$ cat config.mk
export PLATFORM = sky130hd
export DESIGN_NAME = pexg_multi_flat
export DESIGN_NICKNAME = d
export VERILOG_FILES = /design/src/rtl/pexg_multi_if.sv /design/src/rtl/pexg_multi.sv /design/src/flat_wrapper.sv
export SDC_FILE = /design/constraint.sdc
export NUM_CORES = 1
export LEC_CHECK = 0
export ABC_CLOCK_PERIOD_IN_PS = 2580
export CORE_UTILIZATION = 50
export DETAILED_ROUTE_END_ITERATION = 7
export PLACE_DENSITY = 0.78
export SYNTH_ARGS = -nofsm -noshare
export SYNTH_HDL_FRONTEND = slang
export SYNTH_SLANG_ARGS = --single-unit
$ cat constraint.sdc
create_clock -name clk_fs -period 2.58 [get_ports clk_fs]
set_clock_uncertainty 0.1 [all_clocks]
set_input_delay 0.387 -clock clk_fs [delete_from_list [all_inputs] [get_ports clk_fs]]
set_output_delay 0.387 -clock clk_fs [all_outputs]
set_load 0.03 [all_outputs]
$ cat src/rtl/pexg_multi_if.sv
// Channel bundle for pexg_multi: asynchronous inputs and per-channel
// controls going in, filtered level, edge pulses and event status coming out.
interface pexg_multi_if #(
    parameter int CH    = 4,
    parameter int CNT_W = 16
);
    logic [CH-1:0]       sig_in;
    logic [2*CH-1:0]     mode;
    logic [CH-1:0]       clr;
    logic [CH-1:0]       sig_filt;
    logic [CH-1:0]       pos_pulse;
    logic [CH-1:0]       neg_pulse;
    logic [CH-1:0]       evt_pulse;
    logic [CH-1:0]       evt_flag;
    logic [CH*CNT_W-1:0] evt_cnt;

    modport master (
        output sig_in, mode, clr,
        input  sig_filt, pos_pulse, neg_pulse, evt_pulse, evt_flag, evt_cnt
    );

    modport slave (
        input  sig_in, mode, clr,
        output sig_filt, pos_pulse, neg_pulse, evt_pulse, evt_flag, evt_cnt
    );
endinterface

$ cat src/rtl/pexg_multi.sv
// Multi-channel edge/event detector: each channel synchronises an async
// input, glitch-filters it, emits rising/falling pulses, and keeps a
// mode-selected event pulse, sticky flag and saturating event counter.
module pexg_multi #(
    parameter int CH          = 4,
    parameter int SYNC_STAGES = 2,
    parameter int FILTER_LEN  = 4,
    parameter int CNT_W       = 16
) (
    input  logic          clk_fs,
    input  logic          rst,
    pexg_multi_if.slave   bus
);
    localparam int FW = (FILTER_LEN > 1) ? $clog2(FILTER_LEN) : 1;

    logic [CH-1:0][SYNC_STAGES-1:0] sync_q, sync_d;
    logic [CH-1:0][FW-1:0]          fcnt_q, fcnt_d;
    logic [CH-1:0]                  sig_filt_q, sig_filt_d;
    logic [CH-1:0]                  pos_pulse_q, pos_pulse_d;
    logic [CH-1:0]                  neg_pulse_q, neg_pulse_d;
    logic [CH-1:0]                  evt_pulse_q, evt_pulse_d;
    logic [CH-1:0]                  evt_flag_q, evt_flag_d;
    logic [CH-1:0][CNT_W-1:0]       evt_cnt_q, evt_cnt_d;

    // Per-channel sync shift, filter counting, edge pulses and event bookkeeping.
    always_comb begin
        sync_d      = sync_q;
        fcnt_d      = fcnt_q;
        sig_filt_d  = sig_filt_q;
        pos_pulse_d = '0;
        neg_pulse_d = '0;
        evt_pulse_d = '0;
        evt_flag_d  = evt_flag_q;
        evt_cnt_d   = evt_cnt_q;
        for (int unsigned i = 0; i < CH; i++) begin
            sync_d[i] = {sync_q[i][SYNC_STAGES-2:0], bus.sig_in[i]};

            if (sync_q[i][SYNC_STAGES-1] == sig_filt_q[i]) begin
                fcnt_d[i] = '0;
            end else if (fcnt_q[i] < FW'(FILTER_LEN - 1)) begin
                fcnt_d[i] = fcnt_q[i] + FW'(1);
            end else begin
                // Pulses are registered alongside the new level so they
                // coincide with the first cycle sig_filt shows it.
                sig_filt_d[i]  = ~sig_filt_q[i];
                fcnt_d[i]      = '0;
                pos_pulse_d[i] = ~sig_filt_q[i];
                neg_pulse_d[i] = sig_filt_q[i];
            end

            evt_pulse_d[i] = (bus.mode[2*i] & pos_pulse_d[i]) |
                             (bus.mode[2*i+1] & neg_pulse_d[i]);

            // A clear coinciding with a new event leaves that event counted.
            if (bus.clr[i]) begin
                evt_flag_d[i] = evt_pulse_d[i];
                evt_cnt_d[i]  = evt_pulse_d[i] ? CNT_W'(1) : '0;
            end else if (evt_pulse_d[i]) begin
                evt_flag_d[i] = 1'b1;
                if (evt_cnt_q[i] != '1) begin
                    evt_cnt_d[i] = evt_cnt_q[i] + CNT_W'(1);
                end
            end
        end
    end

    // State registers with synchronous active-high reset.
    always_ff @(posedge clk_fs) begin
        if (rst) begin
            sync_q      <= '0;
            fcnt_q      <= '0;
            sig_filt_q  <= '0;
            pos_pulse_q <= '0;
            neg_pulse_q <= '0;
            evt_pulse_q <= '0;
            evt_flag_q  <= '0;
            evt_cnt_q   <= '0;
        end else begin
            sync_q      <= sync_d;
            fcnt_q      <= fcnt_d;
            sig_filt_q  <= sig_filt_d;
            pos_pulse_q <= pos_pulse_d;
            neg_pulse_q <= neg_pulse_d;
            evt_pulse_q <= evt_pulse_d;
            evt_flag_q  <= evt_flag_d;
            evt_cnt_q   <= evt_cnt_d;
        end
    end

    assign bus.sig_filt  = sig_filt_q;
    assign bus.pos_pulse = pos_pulse_q;
    assign bus.neg_pulse = neg_pulse_q;
    assign bus.evt_pulse = evt_pulse_q;
    assign bus.evt_flag  = evt_flag_q;
    assign bus.evt_cnt   = evt_cnt_q;

endmodule

$ cat src/flat_wrapper.sv
// flat-port wrapper written by rule: the top's interface ports become plain ports
module pexg_multi_flat 
#(
    parameter int CH          = 4,
    parameter int SYNC_STAGES = 2,
    parameter int FILTER_LEN  = 4,
    parameter int CNT_W       = 16
)
  (clk_fs, rst, bus_sig_in, bus_mode, bus_clr, bus_sig_filt, bus_pos_pulse, bus_neg_pulse, bus_evt_pulse, bus_evt_flag, bus_evt_cnt);
  pexg_multi_if #(.CH(CH), .CNT_W(CNT_W)) bus_i ();
  input  logic clk_fs;
  input  logic rst;
  input wire logic [$bits(bus_i.sig_in)-1:0] bus_sig_in;
  input wire logic [$bits(bus_i.mode)-1:0] bus_mode;
  input wire logic [$bits(bus_i.clr)-1:0] bus_clr;
  output wire logic [$bits(bus_i.sig_filt)-1:0] bus_sig_filt;
  output wire logic [$bits(bus_i.pos_pulse)-1:0] bus_pos_pulse;
  output wire logic [$bits(bus_i.neg_pulse)-1:0] bus_neg_pulse;
  output wire logic [$bits(bus_i.evt_pulse)-1:0] bus_evt_pulse;
  output wire logic [$bits(bus_i.evt_flag)-1:0] bus_evt_flag;
  output wire logic [$bits(bus_i.evt_cnt)-1:0] bus_evt_cnt;
  assign bus_i.sig_in = bus_sig_in;
  assign bus_i.mode = bus_mode;
  assign bus_i.clr = bus_clr;
  assign bus_sig_filt = bus_i.sig_filt;
  assign bus_pos_pulse = bus_i.pos_pulse;
  assign bus_neg_pulse = bus_i.neg_pulse;
  assign bus_evt_pulse = bus_i.evt_pulse;
  assign bus_evt_flag = bus_i.evt_flag;
  assign bus_evt_cnt = bus_i.evt_cnt;
  pexg_multi #(.CH(CH), .SYNC_STAGES(SYNC_STAGES), .FILTER_LEN(FILTER_LEN), .CNT_W(CNT_W)) u_core (.clk_fs(clk_fs), .rst(rst), .bus(bus_i));
endmodule
==> impl_results.md <==
* Critical R2R Capture: u_core.bus.evt_cnt[0]
* EDFF count, synth at 0
* Final net count at 689
* Crit path max fanout at 11
* R2r setup slk at around 0.31 ns
* Vias in the first global route at 4450
* First-pass GRT wire length at ~21000 um
* CTS buffer count at 9
* Final hold slack at ~0.32 ns
* Maximum number of pins on one net before global-route repair at 25
* Die Span X at approximately 100 um
* Worst skew pair latency at 0.36 ns
* Reg2Reg Depth at 6
* Leakage power at 2.161 nW
* Via-to-Cell Ratio at between 6 and 7
* Met3 Use GR at between 4 and 5%
* Syn avg cell area at 8.819 um2
* Area delta synth->final at 28.65%
* WHS Path Cells at 1
* R2R Path Start: u_core.bus.evt_cnt[0]
* Setup TNS at 0 ns
* Drt first pass iters at 5
* Layout cells sized above 1 at a little under 7%
* Synth Area in Simple Gates at between 20% and 30%
* Clk sinks at 100
* Worst Hold Class: flop to flop
* Synth unique cells at 66
* Synth Net Count at just under 600
* Dpl cells at 781
* GRT overflow at 0
* Most frequent cells in the layout: clkdlybuf4s50_1 (100), dfxtp_1 (100), nand2_1 (53), nand3_1 (28)
* Post-route DRC violation count at 0
* Final Wtd Congestion at 0.8771
* Period Utilization, post-route at between 80% and 90%
* Root Driver: clkbuf_8
* Crit start category: flop
* # hold bufs at CTS at 0
* Final ANT Viol Nets at 0
* Chip height at around 100 um
* Fin util at approximately 68%
* Num rows at 35
* H-tree depth at 3
* Post-DR wirelength/cell at 15.86 um
* Non-filler cells in the finished layout at roughly 800
* Post-CTS Setup Bufs at 0
* Initial Utilization at between 50% and 60%
* Peak Freq at 0.4411 GHz
* Post-synthesis async set-or-reset flop share at 0%
* Initial antenna violation count at 0
* Final setup viols at 0
* # IOs at about 100
* Synth Cell Area at 0.004956 mm2
* Routing usage on met1 at between 30% and 40%
* Clk buf depth at 2
* DRT iter0 DRCs at about 180
* Worst slew pin tran at ~0.77 ns
* Largest family of logic cells by synthesized area: simple AND/OR/NAND/NOR gates
* Most common flop cell mapped by yosys: dfxtp_1
* Hold Violations, Final at 0
* Synthesis Warnings at 0
* CTS resizes at 0
* RSZ-0062 raised after global routing: no
* Worst-path clk slew at 0.09 ns
* Slew headroom at around half
* Post-synthesis compound-gate area fraction at 18.99%
* Critical path arrival at between 2 and 2.5 ns
* Mux share of post-synthesis cell area at 4.241%
* Total track usage at 25.12%
* Min Tclk post-route at ~2.3 ns
* Die ar. at between 0.01 and 0.015 mm2
* Hold path startpoint: u_core.fcnt_q[2]
* Worst VDD drop at about 0.32 mV
* Post-Synthesis Cells at 562
* Post-synthesis sequential area ratio at 40.39%
* Slew Limit Fails at 0
* Outcome: finished, final reports clean
* Sum of net half-perimeters after detailed placement at 9045 um
* # port buffers at 101
* Core Footprint at around 0.0094 mm2
* # diodes at 0
* Adder-cell share of the synthesized area at around 2%
* Total via count in the routed design at slightly below 5000
* Post-synthesis xor/xnor area fraction at 1.060%
* Total power at ~2.9 mW
* WS Path Type: flop to flop
* CP Data Required Time at around 2.8 ns
* TritonCTS clock tree: yes
* Gr busiest metal: met2
* Crit. End Element: flop
* Max Cap Viol at 0
* Yosys reg bits at 100
* Pwr/cell area at 451.8 mW/mm2
* Hold Crit Endpoint: u_core.fcnt_q[2]
* Post-Route WL at 12640 um
* Met2 usage at between 40% and 50%
==> routing by layer <==
metal,wire (um),vias up
met5,0,-
met4,129,0
met3,746,16
met2,6143,161
met1,5624,2325
li1,-,2359
==> cells by family after synthesis <==
group,after synthesis
xor+xnor,6
fa+ha+maj,8
buf+inv,51
simple gates,247
mux,21
flops,100
compound gates,129
==> power by group <==
group | leakage [nW] | internal [mW] | total (mW) | switching [mW]
logic | 1.23 | 0.0499 | 0.110 | 0.0603
clock network | 0.122 | 0.671 | 1.21 | 0.544
registers | 0.807 | 1.55 | 1.56 | 0.00619
total | 2.16 | 2.27 | 2.88 | 0.610
==> cell usage after synthesis, types with 3 or more instances <==
library cell,instances,area share (%)
or2_2,5,0.63
inv_1,24,1.8
nor4b_1,6,1.1
nor3_1,14,1.4
nor2_1,25,1.9
xor2_1,4,0.71
nor3b_1,5,0.76
nor2b_1,9,1.1
o21ai_0,11,1.1
dfxtp_1,100,40
a21oi_1,25,2.5
a41o_1,6,1.2
nand4_1,20,2.5
and4_1,8,1.4
a211oi_1,20,3.0
o31ai_1,9,1.4
nor4_1,7,0.88
a21o_1,3,0.45
and3b_1,6,1.1
nand3b_1,4,0.61
nand3_1,28,2.8
mux2i_1,21,4.2
ha_1,8,2.0
nand2_1,53,4.0
and3_1,5,0.63
nand2b_1,5,0.63
o2111ai_1,6,1.1
a2111oi_0,3,0.53
o211ai_1,8,1.2
or4_1,16,2.4
or3_1,19,2.4
a31oi_1,8,1.0
buf_2,3,0.30
clkbuf_1,21,1.6
==> worst max-delay path: stages (launching register included) <==
cell and delay (ns):
dfxtp_1 0.42, ha_1 0.26, nand4_1 0.22, or4_1 0.58
buf_4 0.20, a21oi_1 0.25, a22o_1 0.18
==> area by class of cell <==
cell class | count | area [um2]
inverter | 24 | 90.09
sequential | 100 | 2002
timing repair buffer | 117 | 1126
clock inverter | 6 | 111.4
fill | 800 | 3039
clock buffer | 10 | 137.6
tap | 129 | 161.4
multi-input combinational | 411 | 2748
==> worst max-delay path by stage <==
stage,start,to,slack (ns),cells past startpoint
6_report,u_core.bus.evt_cnt[0],u_core.bus.evt_cnt[0],0.31,6
5_1_grt,u_core.bus.evt_cnt[0],u_core.bus.evt_cnt[0],0.18,6
4_1_cts,u_core.bus.evt_cnt[0],u_core.bus.evt_cnt[0],0.32,6
3_5_place_dp,bus_mode[1],u_core.bus.evt_cnt[11],0.21,5
3_3_place_gp,bus_mode[1],u_core.bus.evt_cnt[11],0.24,5
2_1_floorplan,u_core.bus.evt_cnt[0],u_core.bus.evt_cnt[15],0.37,5
==> registers in the layout (all words and copies together) (netlist names) <==
register	cells
u_core.fcnt_q	8
u_core.bus.evt_pulse	4
u_core.bus.evt_flag	4
u_core.bus.evt_cnt	64
u_core.bus.sig_filt	4
u_core.sync_d	4
u_core.bus.neg_pulse	4
u_core.sync_q	4
u_core.bus.pos_pulse	4
==> per-stage QoR <==
step	setup WS (ns)	area [um2]
finish	0.3132	6376
CTS	0.3207	6376
global route	0.1776	6376
detailed placement	0.2093	6127
floorplan	0.3676	4956
global placement	0.2415	6127
No activity file was read; power rests on OpenSTA's default activity.
